[config.mk]
export PLATFORM = sky130hd
export DESIGN_NAME = collision_monitor
export DESIGN_NICKNAME = d
export VERILOG_FILES = /design/src/rtl/collision_monitor_pkg.sv /design/src/rtl/collision_monitor_box_hit.sv /design/src/rtl/collision_monitor.sv
export SDC_FILE = /design/constraint.sdc
export NUM_CORES = 1
export LEC_CHECK = 0
export BUFFER_PORTS_ARGS = -buffer_cell sky130_fd_sc_hd__buf_2
export CAP_MARGIN = 40
export CORE_MARGIN = 3
export CORE_UTILIZATION = 45
export DETAILED_ROUTE_END_ITERATION = 6
export PLACE_DENSITY = 0.79
export SETUP_SLACK_MARGIN = 0.02
export SYNTH_ARGS = -nofsm -noshare
export SYNTH_HDL_FRONTEND = slang
export SYNTH_SLANG_ARGS = --single-unit
[constraint.sdc]
create_clock -name clk -period 2.2 [get_ports clk]
set_input_delay 0.44 -clock clk [delete_from_list [all_inputs] [get_ports clk]]
set_output_delay 0.44 -clock clk [all_outputs]
set_load 0.02 [all_outputs]
[src/rtl/collision_monitor_pkg.sv]
// Shared definitions for the game collision monitor, sync generator and renderer.
package collision_monitor_pkg;

  localparam int COORD_W = 12;

  localparam int VGA_H_TOTAL  = 1040;
  localparam int VGA_V_TOTAL  = 666;
  localparam int VGA_H_ACTIVE = 800;
  localparam int VGA_V_ACTIVE = 600;

  typedef enum logic [1:0] {
    ST_IDLE = 2'd0,
    ST_RUN  = 2'd1,
    ST_HIT  = 2'd2,
    ST_OVER = 2'd3
  } game_state_e;

endpackage

[src/rtl/collision_monitor_box_hit.sv]
// Inclusive point-in-rectangle test; a box whose From exceeds its To never matches.
module box_hit
  import collision_monitor_pkg::*;
(
  input  logic [COORD_W-1:0] hor_pos_i,
  input  logic [COORD_W-1:0] ver_pos_i,
  input  logic [COORD_W-1:0] hor_from_i,
  input  logic [COORD_W-1:0] hor_to_i,
  input  logic [COORD_W-1:0] ver_from_i,
  input  logic [COORD_W-1:0] ver_to_i,
  output logic               hit_o
);

  assign hit_o = (hor_pos_i >= hor_from_i) && (hor_pos_i <= hor_to_i) &&
                 (ver_pos_i >= ver_from_i) && (ver_pos_i <= ver_to_i);

endmodule

[src/rtl/collision_monitor.sv]
// Per-pixel dino/hurdle overlap detection, per-frame hit accumulation and game-state FSM.
//   state | meaning
//   IDLE  | waiting for first space press, play frozen
//   RUN   | game running, no overlap in the previous frame
//   HIT   | overlap seen in consecutive frames, not yet enough to end the game
//   OVER  | crash declared, play frozen, restart allowed after the hold period
module collision_monitor
  import collision_monitor_pkg::*;
#(
  parameter int H_TOTAL    = VGA_H_TOTAL,
  parameter int V_TOTAL    = VGA_V_TOTAL,
  parameter int H_ACTIVE   = VGA_H_ACTIVE,
  parameter int V_ACTIVE   = VGA_V_ACTIVE,
  parameter int HIT_FRAMES = 2,
  parameter int OVER_HOLD  = 30
) (
  input  logic               clk,
  input  logic               rst,
  input  logic [10:0]        hor_reg,
  input  logic [9:0]         ver_reg,
  input  logic [COORD_W-1:0] DinoPosHorFrom,
  input  logic [COORD_W-1:0] DinoPosHorTo,
  input  logic [COORD_W-1:0] DinoPosVerFrom,
  input  logic [COORD_W-1:0] DinoPosVerTo,
  input  logic [COORD_W-1:0] hudPosHorFrom,
  input  logic [COORD_W-1:0] hudPosHorTo,
  input  logic [COORD_W-1:0] hudPosVerFrom,
  input  logic [COORD_W-1:0] hudPosVerTo,
  input  logic               Spaceflag,
  output logic               break_game,
  output logic [1:0]         game_state,
  output logic               collision_pix,
  output logic               frame_tick
);

  localparam int HIT_W  = $clog2(HIT_FRAMES + 1);
  localparam int HOLD_W = $clog2(OVER_HOLD + 1);

  localparam logic [HIT_W-1:0]  HIT_LAST = HIT_W'(HIT_FRAMES - 1);
  localparam logic [HIT_W-1:0]  HIT_ONE  = HIT_W'(1);
  localparam logic [HOLD_W-1:0] HOLD_MAX = HOLD_W'(OVER_HOLD);
  localparam logic [10:0]       H_END    = 11'(H_TOTAL - 1);
  localparam logic [9:0]        V_END    = 10'(V_TOTAL - 1);
  localparam logic [10:0]       H_ACT    = 11'(H_ACTIVE);
  localparam logic [9:0]        V_ACT    = 10'(V_ACTIVE);

  logic [COORD_W-1:0] hor_pos, ver_pos;
  logic               in_dino, in_hud, active_area, end_pos;
  logic               frame_hit, space_rise;

  logic               coll_q, coll_d;
  logic               acc_q, acc_d;
  logic               tick_q, tick_d;
  logic               sp_q, sp_d;
  logic               brk_q, brk_d;
  game_state_e        state_q, state_d;
  logic [HIT_W-1:0]   hit_cnt_q, hit_cnt_d;
  logic [HOLD_W-1:0]  hold_cnt_q, hold_cnt_d;

  assign hor_pos = COORD_W'(hor_reg);
  assign ver_pos = COORD_W'(ver_reg);

  box_hit u_dino_hit (
    .hor_pos_i  (hor_pos),
    .ver_pos_i  (ver_pos),
    .hor_from_i (DinoPosHorFrom),
    .hor_to_i   (DinoPosHorTo),
    .ver_from_i (DinoPosVerFrom),
    .ver_to_i   (DinoPosVerTo),
    .hit_o      (in_dino)
  );

  box_hit u_hud_hit (
    .hor_pos_i  (hor_pos),
    .ver_pos_i  (ver_pos),
    .hor_from_i (hudPosHorFrom),
    .hor_to_i   (hudPosHorTo),
    .ver_from_i (hudPosVerFrom),
    .ver_to_i   (hudPosVerTo),
    .hit_o      (in_hud)
  );

  assign active_area = (hor_reg < H_ACT) && (ver_reg < V_ACT);
  assign end_pos     = (hor_reg == H_END) && (ver_reg == V_END);

  assign coll_d     = active_area & in_dino & in_hud;
  assign tick_d     = end_pos;
  assign sp_d       = Spaceflag;
  assign space_rise = Spaceflag & ~sp_q;
  // The pixel registered in the tick cycle still counts for the frame being closed.
  assign frame_hit  = acc_q | coll_q;
  assign acc_d      = tick_q ? 1'b0 : (acc_q | coll_q);

  always_comb begin
    state_d    = state_q;
    hit_cnt_d  = hit_cnt_q;
    hold_cnt_d = hold_cnt_q;
    case (state_q)
      ST_IDLE: begin
        if (space_rise) begin
          state_d    = ST_RUN;
          hit_cnt_d  = '0;
          hold_cnt_d = '0;
        end
      end
      ST_RUN: begin
        if (tick_q && frame_hit) begin
          if (HIT_FRAMES == 1) begin
            state_d    = ST_OVER;
            hold_cnt_d = '0;
          end else begin
            state_d   = ST_HIT;
            hit_cnt_d = HIT_ONE;
          end
        end
      end
      ST_HIT: begin
        if (tick_q) begin
          if (!frame_hit) begin
            state_d   = ST_RUN;
            hit_cnt_d = '0;
          end else if (hit_cnt_q == HIT_LAST) begin
            state_d    = ST_OVER;
            hold_cnt_d = '0;
          end else begin
            hit_cnt_d = hit_cnt_q + 1'b1;
          end
        end
      end
      ST_OVER: begin
        // Restart check uses the pre-increment hold count when a tick coincides.
        if (space_rise && (hold_cnt_q == HOLD_MAX)) begin
          state_d    = ST_RUN;
          hit_cnt_d  = '0;
          hold_cnt_d = '0;
        end else if (tick_q && (hold_cnt_q != HOLD_MAX)) begin
          hold_cnt_d = hold_cnt_q + 1'b1;
        end
      end
      default: state_d = ST_IDLE;
    endcase
    brk_d = (state_d == ST_OVER) || (state_d == ST_IDLE);
  end

  always_ff @(posedge clk) begin
    if (rst) begin
      coll_q     <= 1'b0;
      acc_q      <= 1'b0;
      tick_q     <= 1'b0;
      sp_q       <= 1'b0;
      brk_q      <= 1'b1;
      state_q    <= ST_IDLE;
      hit_cnt_q  <= '0;
      hold_cnt_q <= '0;
    end else begin
      coll_q     <= coll_d;
      acc_q      <= acc_d;
      tick_q     <= tick_d;
      sp_q       <= sp_d;
      brk_q      <= brk_d;
      state_q    <= state_d;
      hit_cnt_q  <= hit_cnt_d;
      hold_cnt_q <= hold_cnt_d;
    end
  end

  assign break_game    = brk_q;
  assign game_state    = state_q;
  assign collision_pix = coll_q;
  assign frame_tick    = tick_q;

endmodule

; Yosys cells after proc, flatten, opt, wreduce, memory -nomap -nowiden
; Cells that the tools add are included.
; W data, S select, Z words.
[word_totals]
reg_bits = 14
input_bits = 120
output_inout_bits = 5
word_cells = 81
[classes]
addsub = 2
magnitude_cmp = 10
eq_ne = 17
muxes = 21
bitwise_logic = 5
reduce_logical = 18
[ops]
columns = op, count
row1 = $mux W5, 6
row2 = $ge A10 B12 Y1, 2
row3 = $ge A11 B12 Y1, 2
row4 = $le A10 B12 Y1, 2
row5 = $le A11 B12 Y1, 2
row6 = $mux W2, 12
row7 = $pmux W2 S4, 2
row8 = $pmux W5 S3, 1
row9 = $ne A2 B2 Y1 const B, 6
row10 = $eq A11 B11 Y1 const B, 1
row11 = $logic_and A1 B1 Y1, 11
row12 = $lt A11 B10 Y1 const B, 1
row13 = $eq A10 B10 Y1 const B, 1
row14 = $lt A10 B10 Y1 const B, 1
row15 = $eq A2 B2 Y1 const B, 3
row16 = $ne A3 B3 Y1 const B, 2
row17 = $reduce_and A6 Y1, 1
row18 = $add A5 B1 Y5 const B, 1
row19 = $eq A5 B5 Y1 const B, 1
row20 = $ne A5 B5 Y1 const B, 1
row21 = $reduce_and A5 Y1, 1
row22 = $eq A2 B1 Y1 const B, 2
row23 = $logic_not A2 Y1, 2
row24 = $and A1 B1 Y1, 3
row25 = 6 further kinds, 6

; Longest topological paths before layout
[logic_depth]
word_depth = 7
mapped_depth = 9
depth_no_buf = 9

; Modules after synthesis
; Synthesis repeated with hierarchy kept, for this count alone.
[hier_totals]
cells_unflattened = 421
hier_area_um2 = 3348.2
[by_module_without_submodules]
columns = mod, n_inst, cells_each, area_each_um2, seq_area_each_um2
row1 = box_hit, 2, 156, 1204.9, 0.0
row2 = collision_monitor, 1, 109, 938.4, 280.3

; Worst setup path after synthesis
; OpenSTA, ideal clock, no wires.
[synth_path]
path_kind = in2reg
from = in hudPosHorTo[10]
to = reg coll_q, in the netlist collision_pix
setup_ps = 60
arrival_time_ps = 2141
required_ps = 2140
slack_ps = 0
stages = 8
n_path_buf = 0
path_cell_list = inv_1 ha_1 and4b_1 a221o_2 nor3_1 o221ai_2 a2111oi_4 o311a_1
[synth_via]
elab_chain_len = 5
[synth_lines]
columns = item, line
row1 = "start, declared", collision_monitor.sv:26  ; input logic [COORD_W-1:0] hudPosHorTo,
row2 = $le A11 B12 Y1, collision_monitor_box_hit.sv:14  ; assign hit_o = (hor_pos_i >= hor_from_i) && (hor_pos_i <= hor_to_i) &&
row3 = $logic_and A1 B1 Y1 (2 in a row), collision_monitor_box_hit.sv:14
row4 = $logic_and A1 B1 Y1, collision_monitor_box_hit.sv:15  ; (ver_pos_i >= ver_from_i) && (ver_pos_i <= ver_to_i);
row5 = $and A1 B1 Y1, collision_monitor.sv:86  ; assign coll_d = active_area & in_dino & in_hud;
row6 = "end signal, assigned", collision_monitor.sv:156  ; coll_q <= coll_d;
row7 = "end, declared", collision_monitor.sv:51  ; logic coll_q, coll_d;
; Every way passes these cells.
; A chain may end at the register's enable or synchronous reset.

; Worst setup path after layout
[layout_path]
from = in hor_reg[7]
to = reg coll_q, in the netlist collision_pix
[layout_via]
elab_chain_len = 6
word_cells_on_any_way = 14
classes_between = order compare: 5 / bitwise: 2 / reduce/logical: 7
[layout_lines]
columns = item, line
row1 = "start, declared", collision_monitor.sv:19  ; input logic [10:0] hor_reg,
row2 = $ge A11 B12 Y1 or $le A11 B12 Y1 (tied branches), collision_monitor_box_hit.sv:14
row3 = $logic_and A1 B1 Y1 (2 in a row), collision_monitor_box_hit.sv:14
row4 = $logic_and A1 B1 Y1, collision_monitor_box_hit.sv:15
row5 = $and A1 B1 Y1, collision_monitor.sv:86
row6 = $and A1 B1 Y1 *, collision_monitor.sv:86
; Mark *: on every way between the ends. The rest lies on a longest branch, timed or not.

==> summary.txt <==
Clock tree
  • Clock-pin slew on the worst setup and hold paths: around 0.06 ns
  • CTS tree: yes
  • Clk Tree Root Cell: clkbuf_8
  • H-tree Lvls: 1
  • TritonCTS Buffers: 3
  • Maximum root-to-sink buffer count: 2
  • Clock latency on the worst-skew pair: between 0.2 and 0.25 ns
  • Clock Sinks: 14

Setup path
  • Crit Path Max Fanout: 3
  • Worst setup EP type: register
  • Crit path arrival time: about 2.4 ns
  • Worst Path Required: 2.39 ns
  • Slowest stage cell, crit path: a2111oi_4
  • CP startpoint kind: input port
  • Slowest stage delay, CP: approximately 0.36 ns
  • Crit-path cells: buf_2, ha_4, a211o_1, nor3_2, o21ai_2, a211oi_2, o221ai_2, a2111oi_4, o311a_1
  • Crit path kind: input port to register

STA
  • Fin crit period: between 2 and 2.5 ns
  • Clk_skew: roughly 0.00083 ns
  • Final Hold Vio Count: 0
  • F_max: 456 MHz
  • Slew headroom: 0.635
  • Worst Tran Pin Value: between 0.5 and 0.6 ns
  • Final Cycle Share: 0.998
  • Slew Viols, Final: 0
  • Final setup viols: 0
  • RSZ-0062 raised after global routing: yes
  • Hold_ws: 0.424 ns

Drt
  • Routed WL: 8.55 mm
  • Vias per cell: between 5 and 6
  • First drt pass iteration count: 4
  • Post-route antenna net violation count: 0
  • Vias: between 3000 and 4000
  • DR iter-0 viols: around 150
  • Routed length per placed instance: approximately 13 um
  • Drt drc: 0

Run status
  • Status: finished, final reports clean

Power and ir drop
  • Leakage power: 2.34 nW
  • Pwr Density: around 270 nW/um^2
  • Peak supply drop: ~0.00013 V
  • Total power: ~0.0011 W

Synthesis
  • Number of synthesized flops with an enable pin: 0
  • Top cells by area, synth: ha_1 38%, inv_1 11%, dfxtp_1 9.2%
  • Dominant register cell in the synthesized netlist: dfxtp_1
  • Commonest cells in the netlist: 92 x ha_1, 86 x inv_1, 34 x a21oi_1
  • Syn nets: 615
  • Avg Synthesized Cell Area: ~7.5 sq um
  • Post-Syn Instances: a little over 400
  • FF+latch count, synth: 14
  • Sequential element share of the synthesized area: 0.0922
  • Synth top area share: 0.379
  • Most area-hungry cell type in the Yosys netlist: ha_1
  • Distinct cells, synth: 52
  • Async set-reset flop share out of synthesis: 0
  • Most frequent cell after synthesis: ha_1
  • Ys Warns: 0
  • Mapped Area: approximately 3000 sq um

Global routing
  • Met3 GRT Util: 0.0198
  • Vias in the first global route: approximately 3300
  • Maximum number of pins on one net before global-route repair: 14
  • GRT Resource Usage Total: 0.223
  • Met2 Use GR: 0.417
  • Met1 usage: 0.278
  • Initial antenna violation count: 0
  • Grt ovf: 0
  • Global-route wire length before repair: about 14 mm
  • Gr busiest metal: met2

Final layout
  • Multi-input gate area: between 2000 and 2500 sq um
  • Layout cell share with drive strength beyond 1: 0.323
  • Nets@finish: between 700 and 800
  • Core Util, Final: 0.634
  • Finished Cell Area: just over 4000 sq um
  • Filler cell count: 602
  • Antenna fix cells: 0
  • Sequential cell area: around 280 sq um
  • Area delta synth->final: 34.7%

Place
  • HPWL after detailed placement: between 7 and 8 mm
  • RePlAce Congestion: between 0.9 and 1
  • DP Area: 4010 sq um
  • Port Buffers: about 120

Die
  • I/O pin cnt: 125
  • Die area: about 8000 sq um
  • Row Count: 29
  • CORE AREA: between 6000 and 7000 sq um
  • Starting Density: 0.471
  • Die Span X: roughly 90 um
  • Die extent in y: between 80 and 90 um

Run
  • Max_cap viols: 0

Worst hold path
  • Hold Crit Class: input port to register
-- final timing paths --
path                             startpoint                        end  slack, ns  depth (start not counted)
setup / recovery                 hor_reg[7]   collision_pix$_SDFF_PP0_      0.005                          9
hold / removal                    Spaceflag            sp_q$_SDFF_PP0_       0.42                          2
hold reg to reg   hit_cnt_q[1]$_SDFFE_PP0P_  hit_cnt_q[1]$_SDFFE_PP0P_       0.48                          2
setup reg to reg   game_state[0]$_SDFF_PP0_  hit_cnt_q[1]$_SDFFE_PP0P_       0.19                          7
-- through the flow --
stage               setup TNS, ns  setup slack [ns]  std cells
floorplan                       0            0.0355        403
global placement           -0.193            -0.193        637
detailed placement         -0.283            -0.283        637
CTS                             0            0.0291        640
global route               -0.108            -0.108        640
finish                          0           0.00495        640
-- where the power goes --
group	total, W	leakage, nW	internal (W)	switching (W)
Sequential	0.000265	0.114	0.000260	0.00000481
Combinational	0.000635	2.21	0.000312	0.000323
Clock	0.000214	0.0216	0.000121	0.0000923
-- state kept, by name (all words and copies together), names as in the netlist --
name           flops
collision_pix      1
game_state         2
break_game         1
sp_q               1
hold_cnt_q         5
frame_tick         1
hit_cnt_q          2
acc_q              1
-- final cells by class --
class / count / area share
multi-input combinational: 301 / 0.603
timing repair buffer: 158 / 0.215
inverter: 87 / 0.0798
sequential: 14 / 0.0685
tap: 77 / 0.0235
clock buffer: 3 / 0.0101
-- kinds of logic (layout without fill, tap and decap cells) --
| group | Yosys count | count (layout) | share of synthesized area |
|---|---|---|---|
| and+or+nand+nor | 111 | 111 | 0.204 |
| AOI/OAI and AO/OA | 97 | 97 | 0.214 |
| DFF | 14 | 14 | 0.0922 |
| adders and majority gates | 92 | 92 | 0.379 |
| xor gates and xnor gates | 1 | 1 | 0.00288 |
| buffers and inverters | 88 | 248 | 0.109 |
-- critical path, delay by kind of cell --
family / cells / cell delay (ns)
buffers and inverters: 1 / 0.12
and+or+nand+nor: 1 / 0.20
AOI/OAI and AO/OA: 6 / 1.38
adders and majority gates: 1 / 0.24
-- placed cells by master (no fill, tap or decap), types with 2 or more instances in the layout --
cell type,synthesis,routed
nor4b_1,2,2
o21a_1,4,4
o21ai_2,0,2
nor3_1,10,8
buf_2,0,123
a21boi_0,2,2
nor3_2,2,3
buf_4,0,34
nor2_1,25,25
and4b_1,2,2
o21ai_0,14,13
o211ai_1,2,2
clkbuf_8,0,3
nand2b_1,4,4
a2111oi_0,2,2
o21ai_1,6,5
ha_1,92,90
or2_1,2,2
a31oi_1,2,2
and2_1,2,2
nand2_1,18,18
o221ai_2,2,2
dfxtp_1,14,14
a21oi_1,34,34
inv_1,86,85
nand3_1,12,12
nor4_1,4,4
nand4_1,9,9
o21bai_1,2,2
a21o_1,9,9
o2111ai_1,3,3
nand4b_1,2,2
a211oi_1,5,5
nor2b_1,8,8
-- per-layer routing --
layer / routed length, um / up-vias
li1: - / 1753
met1: 3570 / 1472
met2: 4320 / 116
met3: 609 / 6
met4: 51 / 0
met5: 0 / -
-- repair_timing --
item,in CTS,in global routing
endpoints found under the hold margin,0,0
pin swaps,4,7
endpoints found under the setup margin,1,1
setup buffers,0,0
hold buffers,0,0
gates resized for setup,1,9
(Power assumes the default switching activity.)
